`src/rtl/expr_tokenizer.sv`:
```
`default_nettype none
// ============================================================================
//  Module      : expr_tokenizer
//  Description : ASCII-to-token front end for the Calculator. Accepts one
//                character per handshake, accumulates signed decimal numbers,
//                splits "number + operator" into two tokens, tracks the
//                parenthesis depth and raises a sticky error on bad input.
//  Revision    : 1.0 - initial release
// ============================================================================
module expr_tokenizer #(
   parameter int DEPTH_W = 4
) (
   input  logic        clk,
   input  logic        rst,
   input  logic [7:0]  char_in,
   input  logic        char_valid,
   output logic        char_ready,
   output logic [2:0]  opcode,
   output logic [15:0] operand,
   output logic        tok_valid,
   output logic        error
);

   // Token codes understood by the Calculator
   localparam logic [2:0] OP_ADD   = 3'b000;
   localparam logic [2:0] OP_MUL   = 3'b001;
   localparam logic [2:0] OP_OPEN  = 3'b010;
   localparam logic [2:0] OP_CLOSE = 3'b011;
   localparam logic [2:0] OP_PUSH  = 3'b100;
   localparam logic [2:0] OP_EQUAL = 3'b101;

   localparam logic [DEPTH_W-1:0] DEPTH_ONE = DEPTH_W'(1);

   typedef enum logic [2:0] {
      ST_IDLE      = 3'd0,
      ST_NEG       = 3'd1,
      ST_NUM       = 3'd2,
      ST_OPND_DONE = 3'd3,
      ST_EMIT_OP   = 3'd4,
      ST_ERR       = 3'd5
   } state_t;

   state_t               state_q;
   logic [15:0]          acc_q;
   logic                 neg_q;
   logic [DEPTH_W-1:0]   depth_q;
   logic [2:0]           op_q;
   logic                 tok_valid_q;
   logic [2:0]           opcode_q;
   logic [15:0]          operand_q;
   logic                 error_q;

   logic                 accept;
   logic                 is_digit;
   logic                 is_space;
   logic                 is_minus;
   logic                 is_plus;
   logic                 is_star;
   logic                 is_open;
   logic                 is_close;
   logic                 is_equal;
   logic [3:0]           digit;
   logic [15:0]          acc_mac_d;
   logic [15:0]          push_val_d;
   logic                 depth_zero;
   logic                 depth_max;

   // The only stall is the bubble used to emit the operator of a split token
   assign char_ready = (state_q != ST_EMIT_OP);
   assign accept     = char_valid && char_ready;

   assign tok_valid  = tok_valid_q;
   assign opcode     = opcode_q;
   assign operand    = operand_q;
   assign error      = error_q;

   // Character classification plus the arithmetic shared by several states
   always_comb begin
      is_digit   = (char_in >= 8'h30) && (char_in <= 8'h39);
      is_space   = (char_in == 8'h20);
      is_minus   = (char_in == 8'h2D);
      is_plus    = (char_in == 8'h2B);
      is_star    = (char_in == 8'h2A);
      is_open    = (char_in == 8'h28);
      is_close   = (char_in == 8'h29);
      is_equal   = (char_in == 8'h3D);
      // ASCII '0'..'9' are 0x30..0x39, so the low nibble is the digit value
      digit      = char_in[3:0];
      // Wraps modulo 2^16 on purpose; overflow is not an error
      acc_mac_d  = (acc_q * 16'd10) + {12'd0, digit};
      push_val_d = neg_q ? (16'd0 - acc_q) : acc_q;
      depth_zero = (depth_q == '0);
      depth_max  = (depth_q == '1);
   end

   // Tokenizer FSM with registered token outputs and sticky error
   always_ff @(posedge clk) begin
      if (rst) begin
         state_q     <= ST_IDLE;
         acc_q       <= 16'd0;
         neg_q       <= 1'b0;
         depth_q     <= '0;
         op_q        <= OP_ADD;
         tok_valid_q <= 1'b0;
         opcode_q    <= OP_ADD;
         operand_q   <= 16'd0;
         error_q     <= 1'b0;
      end else begin
         tok_valid_q <= 1'b0;
         case (state_q)
            ST_IDLE: begin
               if (accept) begin
                  if (is_digit) begin
                     state_q <= ST_NUM;
                     acc_q   <= {12'd0, digit};
                     neg_q   <= 1'b0;
                  end else if (is_minus) begin
                     state_q <= ST_NEG;
                  end else if (is_open) begin
                     if (depth_max) begin
                        state_q <= ST_ERR;
                        error_q <= 1'b1;
                     end else begin
                        depth_q     <= depth_q + DEPTH_ONE;
                        tok_valid_q <= 1'b1;
                        opcode_q    <= OP_OPEN;
                        operand_q   <= 16'd0;
                     end
                  end else if (!is_space) begin
                     state_q <= ST_ERR;
                     error_q <= 1'b1;
                  end
               end
            end

            ST_NEG: begin
               if (accept) begin
                  if (is_digit) begin
                     state_q <= ST_NUM;
                     acc_q   <= {12'd0, digit};
                     neg_q   <= 1'b1;
                  end else if (!is_space) begin
                     state_q <= ST_ERR;
                     error_q <= 1'b1;
                  end
               end
            end

            ST_NUM: begin
               if (accept) begin
                  if (is_digit) begin
                     acc_q <= acc_mac_d;
                  end else if (is_space) begin
                     state_q     <= ST_OPND_DONE;
                     tok_valid_q <= 1'b1;
                     opcode_q    <= OP_PUSH;
                     operand_q   <= push_val_d;
                  end else if (is_plus || is_star ||
                               (is_close && !depth_zero) ||
                               (is_equal && depth_zero)) begin
                     // Push now, the latched operator follows next cycle
                     state_q     <= ST_EMIT_OP;
                     tok_valid_q <= 1'b1;
                     opcode_q    <= OP_PUSH;
                     operand_q   <= push_val_d;
                     if (is_plus) begin
                        op_q <= OP_ADD;
                     end else if (is_star) begin
                        op_q <= OP_MUL;
                     end else if (is_close) begin
                        op_q    <= OP_CLOSE;
                        depth_q <= depth_q - DEPTH_ONE;
                     end else begin
                        op_q    <= OP_EQUAL;
                        depth_q <= '0;
                     end
                  end else begin
                     state_q <= ST_ERR;
                     error_q <= 1'b1;
                  end
               end
            end

            ST_OPND_DONE: begin
               if (accept) begin
                  if (is_plus) begin
                     state_q     <= ST_IDLE;
                     tok_valid_q <= 1'b1;
                     opcode_q    <= OP_ADD;
                     operand_q   <= 16'd0;
                  end else if (is_star) begin
                     state_q     <= ST_IDLE;
                     tok_valid_q <= 1'b1;
                     opcode_q    <= OP_MUL;
                     operand_q   <= 16'd0;
                  end else if (is_close && !depth_zero) begin
                     depth_q     <= depth_q - DEPTH_ONE;
                     tok_valid_q <= 1'b1;
                     opcode_q    <= OP_CLOSE;
                     operand_q   <= 16'd0;
                  end else if (is_equal && depth_zero) begin
                     state_q     <= ST_IDLE;
                     tok_valid_q <= 1'b1;
                     opcode_q    <= OP_EQUAL;
                     operand_q   <= 16'd0;
                  end else if (!is_space) begin
                     state_q <= ST_ERR;
                     error_q <= 1'b1;
                  end
               end
            end

            ST_EMIT_OP: begin
               tok_valid_q <= 1'b1;
               opcode_q    <= op_q;
               operand_q   <= 16'd0;
               state_q     <= (op_q == OP_CLOSE) ? ST_OPND_DONE : ST_IDLE;
            end

            ST_ERR: begin
               // Drain and discard until reset
               error_q <= 1'b1;
            end

            default: begin
               state_q <= ST_ERR;
               error_q <= 1'b1;
            end
         endcase
      end
   end

endmodule
`default_nettype wire

```
`config.mk`:
```
export PLATFORM = sky130hd
export DESIGN_NAME = expr_tokenizer
export DESIGN_NICKNAME = d
export VERILOG_FILES = /design/src/rtl/expr_tokenizer.sv
export SDC_FILE = /design/constraint.sdc
export NUM_CORES = 1
export LEC_CHECK = 0
export BUFFER_PORTS_ARGS = -buffer_cell sky130_fd_sc_hd__clkbuf_2
export CAP_MARGIN = 25
export CELL_PAD_IN_SITES_DETAIL_PLACEMENT = 2
export CELL_PAD_IN_SITES_GLOBAL_PLACEMENT = 2
export CORE_AREA = 2 2 103 105
export CTS_CLUSTER_DIAMETER = 80
export DETAILED_ROUTE_END_ITERATION = 12
export DIE_AREA = 0 0 105 107
export GPL_ROUTABILITY_DRIVEN = 1
export PLACE_DENSITY = 0.88
export SETUP_SLACK_MARGIN = 0.3
export SYNTH_ARGS = -nofsm -noshare
export SYNTH_HDL_FRONTEND = slang
export SYNTH_SLANG_ARGS = --single-unit
```
`constraint.sdc`:
```
create_clock -name clk -period 8.6 [get_ports clk]
set_input_delay 0.86 -clock clk [delete_from_list [all_inputs] [get_ports clk]]
set_output_delay 0.86 -clock clk [all_outputs]
set_load 0.01 [all_outputs]
```
-- Yosys cells after proc, flatten, opt, wreduce, memory -nomap -nowiden
Cells that the tools add are included.
- multiply operators: 1
- mux-type cells: 113
- reduce and logical (&&, ||, !) cells: 22
- add/subtract/negate cells: 4
- $lt $le $gt $ge: 2
- bitwise gates (word level): 4
- equal/unequal tests: 45
- operator list (kind ; count):
    16-bit 2-to-1 mux ; 19
    3-bit 2-to-1 mux ; 33
    4-bit 2-to-1 mux ; 16
    16-bit one-hot mux with 4 select lines ; 1
    8-bit by 6-bit == test with 1-bit output (second input constant) ; 7
    2-bit inequality test (second input constant) ; 23
    1-bit 2-to-1 mux ; 36
    16-bit one-hot mux with 2 select lines ; 1
    16-bit AND reduction ; 2
    3-bit one-hot mux with 6 select lines ; 1
    16-bit by 4-bit adder with 16-bit output ; 1
    16-bit by 3-bit multiplier with 15-bit output (second input constant) ; 1
    1-bit by 16-bit subtractor with 16-bit output (first input constant) ; 1
    5-bit AND reduction ; 3
    3-bit one-hot mux with 4 select lines ; 1
    4-bit one-hot mux with 3 select lines ; 1
    11-bit AND reduction ; 1
    5-bit inequality test (second input constant) ; 2
    3-bit by 2-bit == test with 1-bit output (second input constant) ; 3
    3-bit inequality test (second input constant) ; 3
    8-bit by 6-bit >= comparator with 1-bit output (second input constant) ; 1
    8-bit by 6-bit less-or-equal comparator with 1-bit output (second input constant) ; 1
    8-bit AND reduction ; 1
    3-bit == test (second input constant) ; 2
    20 further kinds ; 30
- bits of input ports: 11
- output and inout bits: 22
- word-level logic and storage cells: 200
- flip-flop bits (word level): 48

-- Logic depth before layout (Yosys ltp)
Gate-level depths: netlist (run 1).
- depth after elaboration: 10
- mapped depth: 10

-- Least setup slack after synthesis (run 1)
No wires, ideal clock.
- path type: register to register
- from: reg acc_q[1]
- to: reg acc_q[15]
- buffers on the path: 0
- stages on the path, launching flop included: 11
- setup slack: 5444 ps
- setup time: 62 ps
- period minus slack after synthesis: 3156 ps
- arrival time: 3093 ps
- cells stage by stage: dfxtp_1 > ha_1 > ha_1 > fa_1 > a21o_1 > a221oi_1 > xnor2_1 > and2_1 > nand4_1 > or4_1 > nand3_1
- word-level cells in the longest chain between the ends: 5
- ends and longest elaborated chain (what ; RTL line ; text):
    start, declared ; 44 ; logic [15:0] acc_q;
    start signal, assigned ; 115 ; acc_q <= {12'd0, digit};
    start signal, assigned ; 140 ; acc_q <= {12'd0, digit};
    start signal, assigned ; 152 ; acc_q <= acc_mac_d;
    16-bit by 3-bit multiplier with 15-bit output ; 90 ; acc_mac_d = (acc_q * 16'd10) + {12'd0, digit};
    16-bit by 4-bit adder with 16-bit output ; 90 ;
    16-bit 2-to-1 mux ; 151 ; if (is_digit) begin
    16-bit 2-to-1 mux ; 150 ; if (accept) begin
    16-bit one-hot mux with 2 select lines ; 110 ; case (state_q)
Every way passes these cells. The select of a mux whose other input is x is not followed.
A chain may end at the register's enable or synchronous reset.

-- Worst setup path in the final report (run 1)
Ends and elaborated chain as after synthesis.

==> flow_metrics.py, run 1 <==
metrics = {
    "timing": {
        "fin_crit_ns": 3.942,
        "maxSlewHeadroom_pct": 31.99,
        "maxSlewViolCount": 0,
        "clock_skew_ns": 0.01175,
        "fmax_mhz": 253.7,
        "rsz0062_at_grt": "false",
        "fin_setup_tns_ns": 0,
        "hold_violations": 0,
        "worst_pin_slew_ns": 1.017,
        "fin_crit_sh_pct": 45.83,
        "setup_viol_count_final": 0,
        "fin_ws_ns": 4.658,
    },
    "floorplanning": {
        "io_pins": 33,
        "initial_core_util_pct": 37.99,
        "dieWidth_microns": 105,
        "die_h_microns": 107,
        "die_area_sq_um": 11240,
        "rows": 37,
        "core_sq_um": 10090,
    },
    "power": {
        "power_density_nw_per_um2": 118.1,
        "fin_total_pwr_uw": 493.9,
        "power.leakage_uw": 0.001691,
        "peakVddDrop_mv": 0.07519,
    },
    "synth": {
        "synth_edf_count": 0,
        "synth_cell_types": 77,
        "async_flop_share_pct": 0,
        "synth_nets": 512,
        "yosys_most_used_dff": "dfxtp_1",
        "syn_area_per_cell_sq_um": 8.174,
        "ys_seq_area_share_pct": 25.07,
        "yosysWarnings": 0,
        "synth_cells": 469,
        "ys_ff_latch": 48,
        "synth_area_sq_um": 3834,
    },
    "min_path": {
        "hold_class": "flip-flop to flip-flop",
    },
    "drt": {
        "wl_microns": 14240,
        "first_pass_iters": 5,
        "wl_per_cell_microns": 22.78,
        "post_drt_via_cell_ratio": 6.054,
        "dr_total_vias": 3784,
        "drt_iter0_drc": 228,
        "ant_nets": 0,
        "drcViolationCount": 0,
    },
    "clocking": {
        "cts_root_buf": "clkbuf_8",
        "numCtsBuffers": 5,
        "cts_tree": "built",
        "cts_setup_buffers": 0,
        "clk_latency_ns": 0.33,
        "clockBufferDepth": 2,
        "clk_pin_slew_worst_paths_ns": 0.10,
        "hold_buffers": 0,
        "cts.sink_count": 48,
        "postCtsResizedCells": 0,
        "htree_num_levels": 2,
    },
    "placed_design": {
        "place_ws_ns": 4.782,
        "place_inst": 617,
        "port_buffers": 32,
        "place.gp.congestion": 0.8477,
        "hpwl_microns": 10130,
    },
    "setup_path": {
        "worst_ep_arrival_time_ns": 4.20,
        "crit_required_ns": 8.86,
        "cp-start-kind": "flip-flop",
        "cp-end-kind": "flip-flop",
        "worstSetupPathType": "flip-flop to flip-flop",
        "path_max_fanout": 7,
    },
    "outcome": {
        "run_status": "completed",
    },
    "grt": {
        "grt_usage_pct": 26.02,
        "grt_pass1_wl_microns": 23050,
        "overflow": 0,
        "grt_pass1_vias": 4073,
        "grt_max_degree": 42,
        "antenna_found_initial": 0,
    },
    "cells_and_area": {
        "final_net_count": 531,
        "area_growth_pct": 9.073,
        "nFillCells": 1191,
        "regArea_sq_um": 960.9,
        "multi_input_area_sq_um": 2708,
        "instances_no_fill": 625,
        "diodes": 0,
        "drive_gt1_share_pct": 14.72,
    },
    "job": {
        "maxCapViolations": 0,
    },
}
==> layout make-up <==
cell class / count / share of cell area (%)
inverter: 15 / 1.346
timing repair buffer: 34 / 4.189
clock buffer: 5 / 1.646
multi-input combinational: 384 / 64.75
tap: 136 / 4.069
clock inverter: 3 / 1.017
sequential: 48 / 22.98
==> routing by layer <==
metal	vias up	global-route usage, %	wire length, microns
met3	28	2.979	495
met1	1901	33.61	6419
met2	97	45.27	6997
met5	-	0	0
met4	0	8.381	328
li1	1758	-	-
==> final timing paths <==
kind,from,end,slack (ns),cells past startpoint
max,acc_q[1]$_SDFFE_PP0P_,acc_q[15]$_SDFFE_PP0P_,4.66,10
min,error$_SDFFE_PP0P_,error$_SDFFE_PP0P_,0.49,1
max reg2reg,acc_q[1]$_SDFFE_PP0P_,acc_q[15]$_SDFFE_PP0P_,4.66,10
min reg2reg,error$_SDFFE_PP0P_,error$_SDFFE_PP0P_,0.49,1
==> worst max-delay path, stage by stage (launching register included) <==
cell and delay, ns:
dfxtp_1 0.47, ha_1 0.28, ha_1 0.24, fa_1 0.46, xnor2_1 0.18, a2111oi_0 0.58
o211ai_1 0.24, nor3_1 0.36, nand4_1 0.29, or4_1 0.63, nand3_1 0.13
==> power by group <==
part	internal [uW]	leakage, uW	switching [uW]
Clock	86.3	0.0000541	90.0
Sequential	227	0.000388	10.5
Combinational	28.1	0.00125	52.4
Total	341	0.00169	153
==> sequential cells by signal, indices dropped and copies added (netlist names) <==
name,count
acc_q,16
depth_q,4
error,1
neg_q,1
op_q,3
opcode,3
operand,16
state_q,3
tok_valid,1
==> cell usage in the layout (no fill, tap or decap), types with 13 or more instances in the layout <==
master | Yosys | layout
nand3_1 | 13 | 13
ha_1 | 30 | 30
a21oi_1 | 28 | 28
xnor2_1 | 17 | 17
clkbuf_2 | 0 | 32
inv_1 | 14 | 14
nor2_1 | 53 | 53
dfxtp_1 | 48 | 48
nand2_1 | 39 | 39
nor3_1 | 14 | 14
==> stage by stage <==
stage / util, % / cell area [sq um] / hold WS [ns]
6_report: 41.43 / 4182 / 0.4854
5_1_grt: 41.43 / 4182 / 0.5106
4_1_cts: 41.43 / 4182 / 0.4854
3_5_place_dp: 40.33 / 4070 / 0.4594
3_3_place_gp: 40.33 / 4070 / 0.4485
2_1_floorplan: - / 3834 / 0.4456
==> kinds of logic (layout without fill, tap and decap cells) <==
| family | count (synthesis) | after routing | share of synthesized area [%] |
|---|---|---|---|
| flops | 48 | 48 | 25.07 |
| mux | 12 | 12 | 3.166 |
| compound gates | 127 | 127 | 24.61 |
| xor+xnor | 29 | 29 | 6.625 |
| buf+inv | 37 | 57 | 4.308 |
| fa+ha+maj | 32 | 32 | 10.84 |
| simple gates | 184 | 184 | 25.39 |
==> cells in the mapped netlist (3+ instances only) <==
cell / n / area, sq um
nor2_1: 53 / 198.9
dfxtp_1: 48 / 960.9
nand2_1: 39 / 146.4
ha_1: 30 / 375.4
a21oi_1: 28 / 140.1
xnor2_1: 17 / 148.9
clkbuf_1: 16 / 60.06
inv_1: 14 / 52.55
nor3_1: 14 / 70.07
nand3_1: 13 / 65.06
o21ai_0: 12 / 60.06
xor2_1: 12 / 105.1
mux2i_1: 11 / 110.1
or3_1: 10 / 62.56
a21o_1: 9 / 67.56
nand2b_1: 8 / 50.05
o21ai_1: 8 / 40.04
o2bb2ai_1: 7 / 61.31
a21oi_2: 6 / 52.55
a22oi_1: 6 / 45.04
and3_1: 6 / 37.54
nand3_2: 5 / 50.05
and2_1: 4 / 25.02
nand4_1: 4 / 25.02
o211ai_1: 4 / 30.03
o31ai_1: 4 / 30.03
a211oi_1: 3 / 22.52
a221oi_1: 3 / 26.28
buf_2: 3 / 15.01
buf_6: 3 / 33.78
nor2_2: 3 / 18.77
nor2b_1: 3 / 18.77
nor4_1: 3 / 18.77
o21bai_1: 3 / 22.52
No activity file was read; power rests on OpenSTA's default activity.
==> run 2: changes to the inputs <==
--- a/config.mk
+++ b/config.mk
@@ -5,16 +5,17 @@
 export SDC_FILE = /design/constraint.sdc
 export NUM_CORES = 1
 export LEC_CHECK = 0
+export ABC_AREA = 1
 export BUFFER_PORTS_ARGS = -buffer_cell sky130_fd_sc_hd__clkbuf_2
 export CAP_MARGIN = 25
 export CELL_PAD_IN_SITES_DETAIL_PLACEMENT = 2
 export CELL_PAD_IN_SITES_GLOBAL_PLACEMENT = 2
-export CORE_AREA = 2 2 103 105
+export CORE_AREA = 2 2 116 118
 export CTS_CLUSTER_DIAMETER = 80
 export DETAILED_ROUTE_END_ITERATION = 12
-export DIE_AREA = 0 0 105 107
+export DIE_AREA = 0 0 118 120
 export GPL_ROUTABILITY_DRIVEN = 1
-export PLACE_DENSITY = 0.88
+export PLACE_DENSITY = 0.84
 export SETUP_SLACK_MARGIN = 0.3
 export SYNTH_ARGS = -nofsm -noshare
 export SYNTH_HDL_FRONTEND = slang
==> constraint.sdc (replaced) <==
create_clock -name clk -period 3.8 [get_ports clk]
set_input_delay 0.38 -clock clk [delete_from_list [all_inputs] [get_ports clk]]
set_output_delay 0.38 -clock clk [all_outputs]
set_load 0.01 [all_outputs]
==> run 2 against run 1 <==
Combinational power rose to 6.9 times the previous value. Clock power rose to 2.6 times the previous value. Hold slack worse by 0.022 ns. Cell count up 37%. Power rose to 3.3 times the previous value. Die area up 26%. Global-route usage down 5.0 points. Worst setup slack worse by 3.8 ns. Highest routed layer unchanged.
==> flow_metrics.py, run 2 <==
metrics = {
    "cells_and_area": {
        "final_cell_mix": "155 x nand2_1, 82 x inv_1, 79 x nor2_1, 51 x nand3_1, 48 x dfxtp_1",
        "area_growth_pct": 10.66,
        "final_common_cell": "nand2_1",
        "final_cell_area_sq_um": 4611,
        "drive_gt1_share_pct": 14.52,
        "post-route-util_pct": 35.52,
        "diodes": 0,
        "nFillCells": 1639,
        "final_net_count": 724,
    },
    "placed_design": {
        "postPlaceCellArea_sq_um": 4461,
        "hpwl_microns": 11610,
        "place.gp.congestion": 0.8996,
        "port_buffers": 32,
        "place_ws_ns": 0.9065,
    },
    "grt": {
        "grt_use_met2_pct": 38.23,
        "overflow": 0,
        "grt_pass1_wl_microns": 24470,
        "grt_max_degree": 32,
        "gr-usage-met3_pct": 1.949,
        "antenna_found_initial": 0,
        "grt_usage_pct": 21.05,
        "use_met1_pct": 27.26,
        "grt-busiest-layer": "met2",
        "grt_pass1_vias": 4809,
    },
    "timing": {
        "worst_pin_slew_ns": 0.8745,
        "fmax_mhz": 340.6,
        "fin_ws_ns": 0.8636,
        "fin_setup_tns_ns": 0,
        "maxSlewViolCount": 0,
        "fin_crit_ns": 2.936,
        "clock_skew_ns": 0.003002,
        "hold_violations": 0,
        "maxSlewHeadroom_pct": 41.70,
        "fin_crit_sh_pct": 77.27,
        "rsz0062_at_grt": "false",
        "setup_viol_count_final": 0,
        "fin_worst_hold_slack_ns": 0.4635,
    },
    "setup_path": {
        "worstSetupPathType": "flip-flop to flip-flop",
        "cp-start-kind": "flip-flop",
        "ff2ff_setup_slack_ns": 0.86,
        "cp-end-kind": "flip-flop",
        "worst_ep_arrival_time_ns": 3.15,
        "critPathBufInv": 0,
        "slowest_stage": "fa_1",
        "slowest_delay_ns": 0.59,
        "path_max_fanout": 7,
        "worstPathCellList": "ha_1 > ha_1 > fa_1 > nand4_1 > nand2_1 > nand2_1 > nor2_1 > nand3_1 > o21ai_0 > o211ai_1 > a21oi_1",
        "crit_family": "adder cells",
        "crit_required_ns": 4.01,
    },
    "drt": {
        "wl_per_cell_microns": 16.83,
        "first_pass_iters": 4,
        "ant_nets": 0,
        "drcViolationCount": 0,
        "wl_microns": 14440,
        "dr_total_vias": 4389,
        "post_drt_via_cell_ratio": 5.115,
        "drt_iter0_drc": 143,
    },
    "floorplanning": {
        "initial_core_util_pct": 32.10,
        "core_sq_um": 12980,
        "io_pins": 33,
        "die_area_sq_um": 14160,
        "die_h_microns": 120,
        "rows": 42,
        "dieWidth_microns": 118,
    },
    "clocking": {
        "clk_latency_ns": 0.29,
        "postCtsResizedCells": 0,
        "clk_pin_slew_worst_paths_ns": 0.07,
        "cts.sink_count": 48,
        "htree_num_levels": 2,
        "cts_tree": "built",
        "hold_buffers": 0,
        "numCtsBuffers": 5,
        "cts_root_buf": "clkbuf_16",
        "cts_setup_buffers": 0,
        "clockBufferDepth": 2,
    },
    "synth": {
        "async_flop_share_pct": 0,
        "synth_cell_types": 41,
        "synth_cells": 656,
        "synth_area_sq_um": 4166,
        "synthTopCellsByArea": "dfxtp_1 23%, nand2_1 14%, ha_1 9.0%",
        "synth_edf_count": 0,
        "synth_top_area_cell": "dfxtp_1",
        "synth_nets": 699,
        "synth_commonest_cells": "155 x nand2_1, 82 x inv_1, 79 x nor2_1",
        "synth_top_area_share_pct": 23.06,
        "ys_seq_area_share_pct": 23.06,
        "syn_area_per_cell_sq_um": 6.351,
        "yosys_most_used_dff": "dfxtp_1",
        "yosysWarnings": 0,
        "ys_ff_latch": 48,
        "synth.most_common_cell": "nand2_1",
    },
    "power": {
        "power_density_nw_per_um2": 354.2,
        "peakVddDrop_mv": 0.1881,
        "power.leakage_uw": 0.002194,
    },
    "outcome": {
        "run_status": "completed",
    },
    "min_path": {
        "hold_class": "input port to flip-flop",
    },
    "job": {
        "maxCapViolations": 0,
    },
}
[run 2: worst paths after layout]
kind	start	end	cells past startpoint
max	acc_q[3]$_SDFFE_PP0P_	acc_q[12]$_SDFFE_PP0P_	11
min	char_in[0]	acc_q[0]$_SDFFE_PP0P_	3
max reg2reg	acc_q[3]$_SDFFE_PP0P_	acc_q[12]$_SDFFE_PP0P_	11
min reg2reg	operand[10]$_SDFFE_PP0P_	operand[10]$_SDFFE_PP0P_	2
[run 2: kinds of logic after synthesis]
kind of cell	count (synthesis)	share of synthesized area, %
and+or+nand+nor	352	38.83
adders and majority gates	32	9.970
DFF	48	23.06
xor gates and xnor gates	12	2.523
buffers and inverters	105	10.45
AOI/OAI and AO/OA	107	15.17
[run 2: power by group]
group	switching, uW	total [uW]	internal (uW)
Clock	195	458	263
Combinational	376	556	180
Sequential	60.2	619	559
Total	632	1630	1000
[run 2: through the flow]
step,instances,total power [uW]
detailed placement,850,1175
finish,858,1633
floorplan,656,1023
global route,858,1737
CTS,858,1645
global placement,850,1139
[run 2: layer usage]
metal  up-vias  wire length [microns]
met4         0                    142
met5         -                      0
met1      2157                   6847
met3        10                    261
li1       2175                      -
met2        47                   7188
[run 2: layout make-up]
type                       instances  area (sq um)  share of cell area [%]
clock buffer                       7         142.6                   3.094
clock inverter                     1         7.507                  0.1628
inverter                          90         341.6                   7.408
multi-input combinational        503          2770                   60.08
sequential                        48         960.9                   20.84
tap                              176         220.2                   4.776
timing repair buffer              33         167.7                   3.636
[run 2: worst register-to-register path, cell delays in order (launching register included)]
cell and delay, ns:
dfxtp_1 0.47, ha_1 0.29, ha_1 0.26, fa_1 0.59, nand4_1 0.15, nand2_1 0.09, nand2_1 0.09, nor2_1 0.19
nand3_1 0.16, o21ai_0 0.27, o211ai_1 0.14, a21oi_1 0.16
==> run 3: changes to the inputs <==
--- a/config.mk
+++ b/config.mk
@@ -10,12 +10,12 @@
 export CAP_MARGIN = 25
 export CELL_PAD_IN_SITES_DETAIL_PLACEMENT = 2
 export CELL_PAD_IN_SITES_GLOBAL_PLACEMENT = 2
-export CORE_AREA = 2 2 116 118
+export CORE_AREA = 2 2 121 123
 export CTS_CLUSTER_DIAMETER = 80
 export DETAILED_ROUTE_END_ITERATION = 12
-export DIE_AREA = 0 0 118 120
+export DIE_AREA = 0 0 123 125
 export GPL_ROUTABILITY_DRIVEN = 1
-export PLACE_DENSITY = 0.84
+export PLACE_DENSITY = 0.81
 export SETUP_SLACK_MARGIN = 0.3
 export SYNTH_ARGS = -nofsm -noshare
 export SYNTH_HDL_FRONTEND = slang
==> constraint.sdc (replaced) <==
create_clock -name clk -period 2.5 [get_ports clk]
set_input_delay 0.25 -clock clk [delete_from_list [all_inputs] [get_ports clk]]
set_output_delay 0.25 -clock clk [all_outputs]
set_load 0.01 [all_outputs]
==> run 3 against run 2 <==
The flow now finishes with violations (negative setup slack). Sequential power is 53% higher. Critical path depth is 3 higher. Clock skew is 0.0078 ns higher. Register-to-register slack worse by 0.90 ns. First-iteration DRC count is 56% higher. Non-clock buffer count is 34 higher. Cell area is 15% higher. Clock power is 80% higher. Critical path type unchanged. Critical endpoint is now acc_q[15]$_SDFFE_PP0P_. Highest routed layer unchanged.
==> flow_metrics.py, run 3 (same netlist as run 2, synthesis figures left out) <==
metrics = {
    "outcome": {
        "run_status": "finished with violations",
        "violations": "negative setup slack",
    },
    "power": {
        "power.leakage_uw": 0.002377,
        "peakVddDrop_mv": 0.2883,
        "power_density_nw_per_um2": 504.3,
    },
    "clocking": {
        "cts_tree": "built",
        "cts.sink_count": 48,
        "clk_latency_ns": 0.31,
        "htree_num_levels": 2,
        "clk_pin_slew_worst_paths_ns": 0.08,
        "clockBufferDepth": 2,
        "numCtsBuffers": 5,
        "cts_root_buf": "clkbuf_16",
    },
    "floorplanning": {
        "core_sq_um": 14200,
        "io_pins": 33,
        "die_h_microns": 125,
        "die_area_sq_um": 15380,
        "dieWidth_microns": 123,
        "rows": 44,
        "initial_core_util_pct": 29.33,
    },
    "drt": {
        "ant_nets": 0,
        "wl_per_cell_microns": 19.91,
        "drcViolationCount": 0,
        "wl_microns": 17920,
        "drt_iter0_drc": 223,
        "first_pass_iters": 4,
        "post_drt_via_cell_ratio": 5.292,
        "dr_total_vias": 4763,
    },
    "grt": {
        "overflow": 0,
        "grt_pass1_vias": 5303,
        "grt_max_degree": 31,
        "grt_usage_pct": 22.06,
        "antenna_found_initial": 0,
        "grt_pass1_wl_microns": 27030,
    },
    "cells_and_area": {
        "final_common_cell": "nand2_1",
        "final_net_count": 758,
        "nFillCells": 1699,
        "instances_no_fill": 900,
        "diodes": 0,
        "final_cell_mix": "142 x nand2_1, 78 x inv_1, 73 x nor2_1, 40 x nand3_1",
        "area_growth_pct": 26.82,
        "drive_gt1_share_pct": 27.65,
    },
    "timing": {
        "maxSlewViolCount": 0,
        "setup_viol_count_final": 2,
        "worst_pin_slew_ns": 0.5756,
        "fin_crit_sh_pct": 101.3,
        "hold_violations": 0,
        "fmax_mhz": 394.9,
        "fin_ws_ns": -0.03224,
        "rsz0062_at_grt": "true",
        "maxSlewHeadroom_pct": 61.58,
        "fin_crit_ns": 2.532,
        "fin_setup_tns_ns": -0.04164,
        "clock_skew_ns": 0.01079,
    },
    "setup_path": {
        "slowest_stage": "fa_2",
        "worstReg2RegEnd": "acc_q[15]$_SDFFE_PP0P_",
        "path_max_fanout": 4,
        "worstPathCellList": "ha_4 > ha_4 > fa_2 > buf_4 > nand2_2 > nor2_2 > nand2_2 > nor2_4 > nand3_4 > nor2_4 > nand2_2 > nand2_1 > nand3_1 > a21oi_1",
        "slowest_delay_ns": 0.60,
        "worstSetupPathType": "flip-flop to flip-flop",
        "rr_startpoint": "acc_q[3]$_SDFFE_PP0P_",
        "cp-end-kind": "flip-flop",
        "cp-start-kind": "flip-flop",
        "crit_required_ns": 2.74,
        "worstRegToRegCells": 14,
        "crit_path_start": "acc_q[3]$_SDFFE_PP0P_",
        "cpMostUsedCell": "nand2_2",
        "critPathBufInv": 1,
        "ff2ff_setup_slack_ns": -0.03,
        "crit_family": "adder cells",
        "worst_ep_arrival_time_ns": 2.77,
    },
    "placed_design": {
        "hpwl_microns": 12330,
        "place.gp.congestion": 0.9179,
        "port_buffers": 32,
        "place_ws_ns": -0.09314,
        "place_inst": 876,
    },
    "min_path": {
        "hp-start": "char_in[0]",
        "hold_path_end": "acc_q[0]$_SDFFE_PP0P_",
        "hold_class": "input port to flip-flop",
        "worstHoldPathCells": 3,
    },
    "job": {
        "maxCapViolations": 0,
    },
}
[run 3: cell count changes in the layout (fill, tap and decap cells not counted), sizes merged]
cell and delta:
buf +34, clkbuf -2, clkinv +2, bufinv +1
clkinvlp -1
[run 3: timing repair]
action,CTS,global route
gates cloned,0,0
hold buffers,0,0
endpoints found under the hold margin,0,0
gates resized for setup,32,51
buffers inserted,7,9
setup endpoints to repair,8,30
pin swaps,11,18
[run 3: power by group]
group | total (uW) | internal [uW] | switching [uW]
clock | 823 | 477 | 346
sequential | 949 | 846 | 103
combinational | 893 | 306 | 587
total | 2660 | 1630 | 1040
[run 3: worst min-delay path, delay by kind of cell]
kind,cells,cell delay (ns)
buf+inv,2,0.23
compound gates,1,0.08
[run 3: area by class of cell]
cell class | instances | area [sq um] | area share (%)
Clock inverter | 3 | 47.55 | 0.8998
Inverter | 90 | 344.1 | 6.512
Timing Repair Buffer | 67 | 442.9 | 8.383
Multi-Input combinational cell | 503 | 3107 | 58.80
Sequential cell | 48 | 987.2 | 18.68
Clock buffer | 5 | 125.1 | 2.368
Tap cell | 184 | 230.2 | 4.357
[run 3: how the worst max path moves through the flow]
| stage | end | slack, ns | cells after the start |
|---|---|---|---|
| 2_1_floorplan | acc_q[14]$_SDFFE_PP0P_ | 0.24 | 12 |
| 3_3_place_gp | acc_q[14]$_SDFFE_PP0P_ | 0.07 | 11 |
| 3_5_place_dp | acc_q[14]$_SDFFE_PP0P_ | -0.09 | 12 |
| 4_1_cts | acc_q[15]$_SDFFE_PP0P_ | 0.10 | 13 |
| 5_1_grt | acc_q[15]$_SDFFE_PP0P_ | -0.17 | 14 |
| 6_report | acc_q[15]$_SDFFE_PP0P_ | -0.03 | 14 |
[run 3: per-stage QoR]
| step | hold WS (ns) | power [uW] | cell area [sq um] | utilization (%) |
|---|---|---|---|---|
| 2_1_floorplan | 0.3919 | 1557 | 4212 | - |
| 3_3_place_gp | 0.4395 | 1761 | 4663 | 32.83 |
| 3_5_place_dp | 0.4601 | 1812 | 4663 | 32.83 |
| 4_1_cts | 0.3009 | 2641 | 4999 | 35.19 |
| 5_1_grt | 0.3394 | 2820 | 5284 | 37.20 |
| 6_report | 0.3011 | 2665 | 5284 | 37.20 |
[run 3: per-layer routing]
layer  vias up  GRT usage, %  wire length (microns)
met3        56         2.965                    388
met5         -             0                      0
met2        94         41.01                   9620
met1      2355         25.29                   7221
li1       2258             -                      -
met4         0         7.821                    686
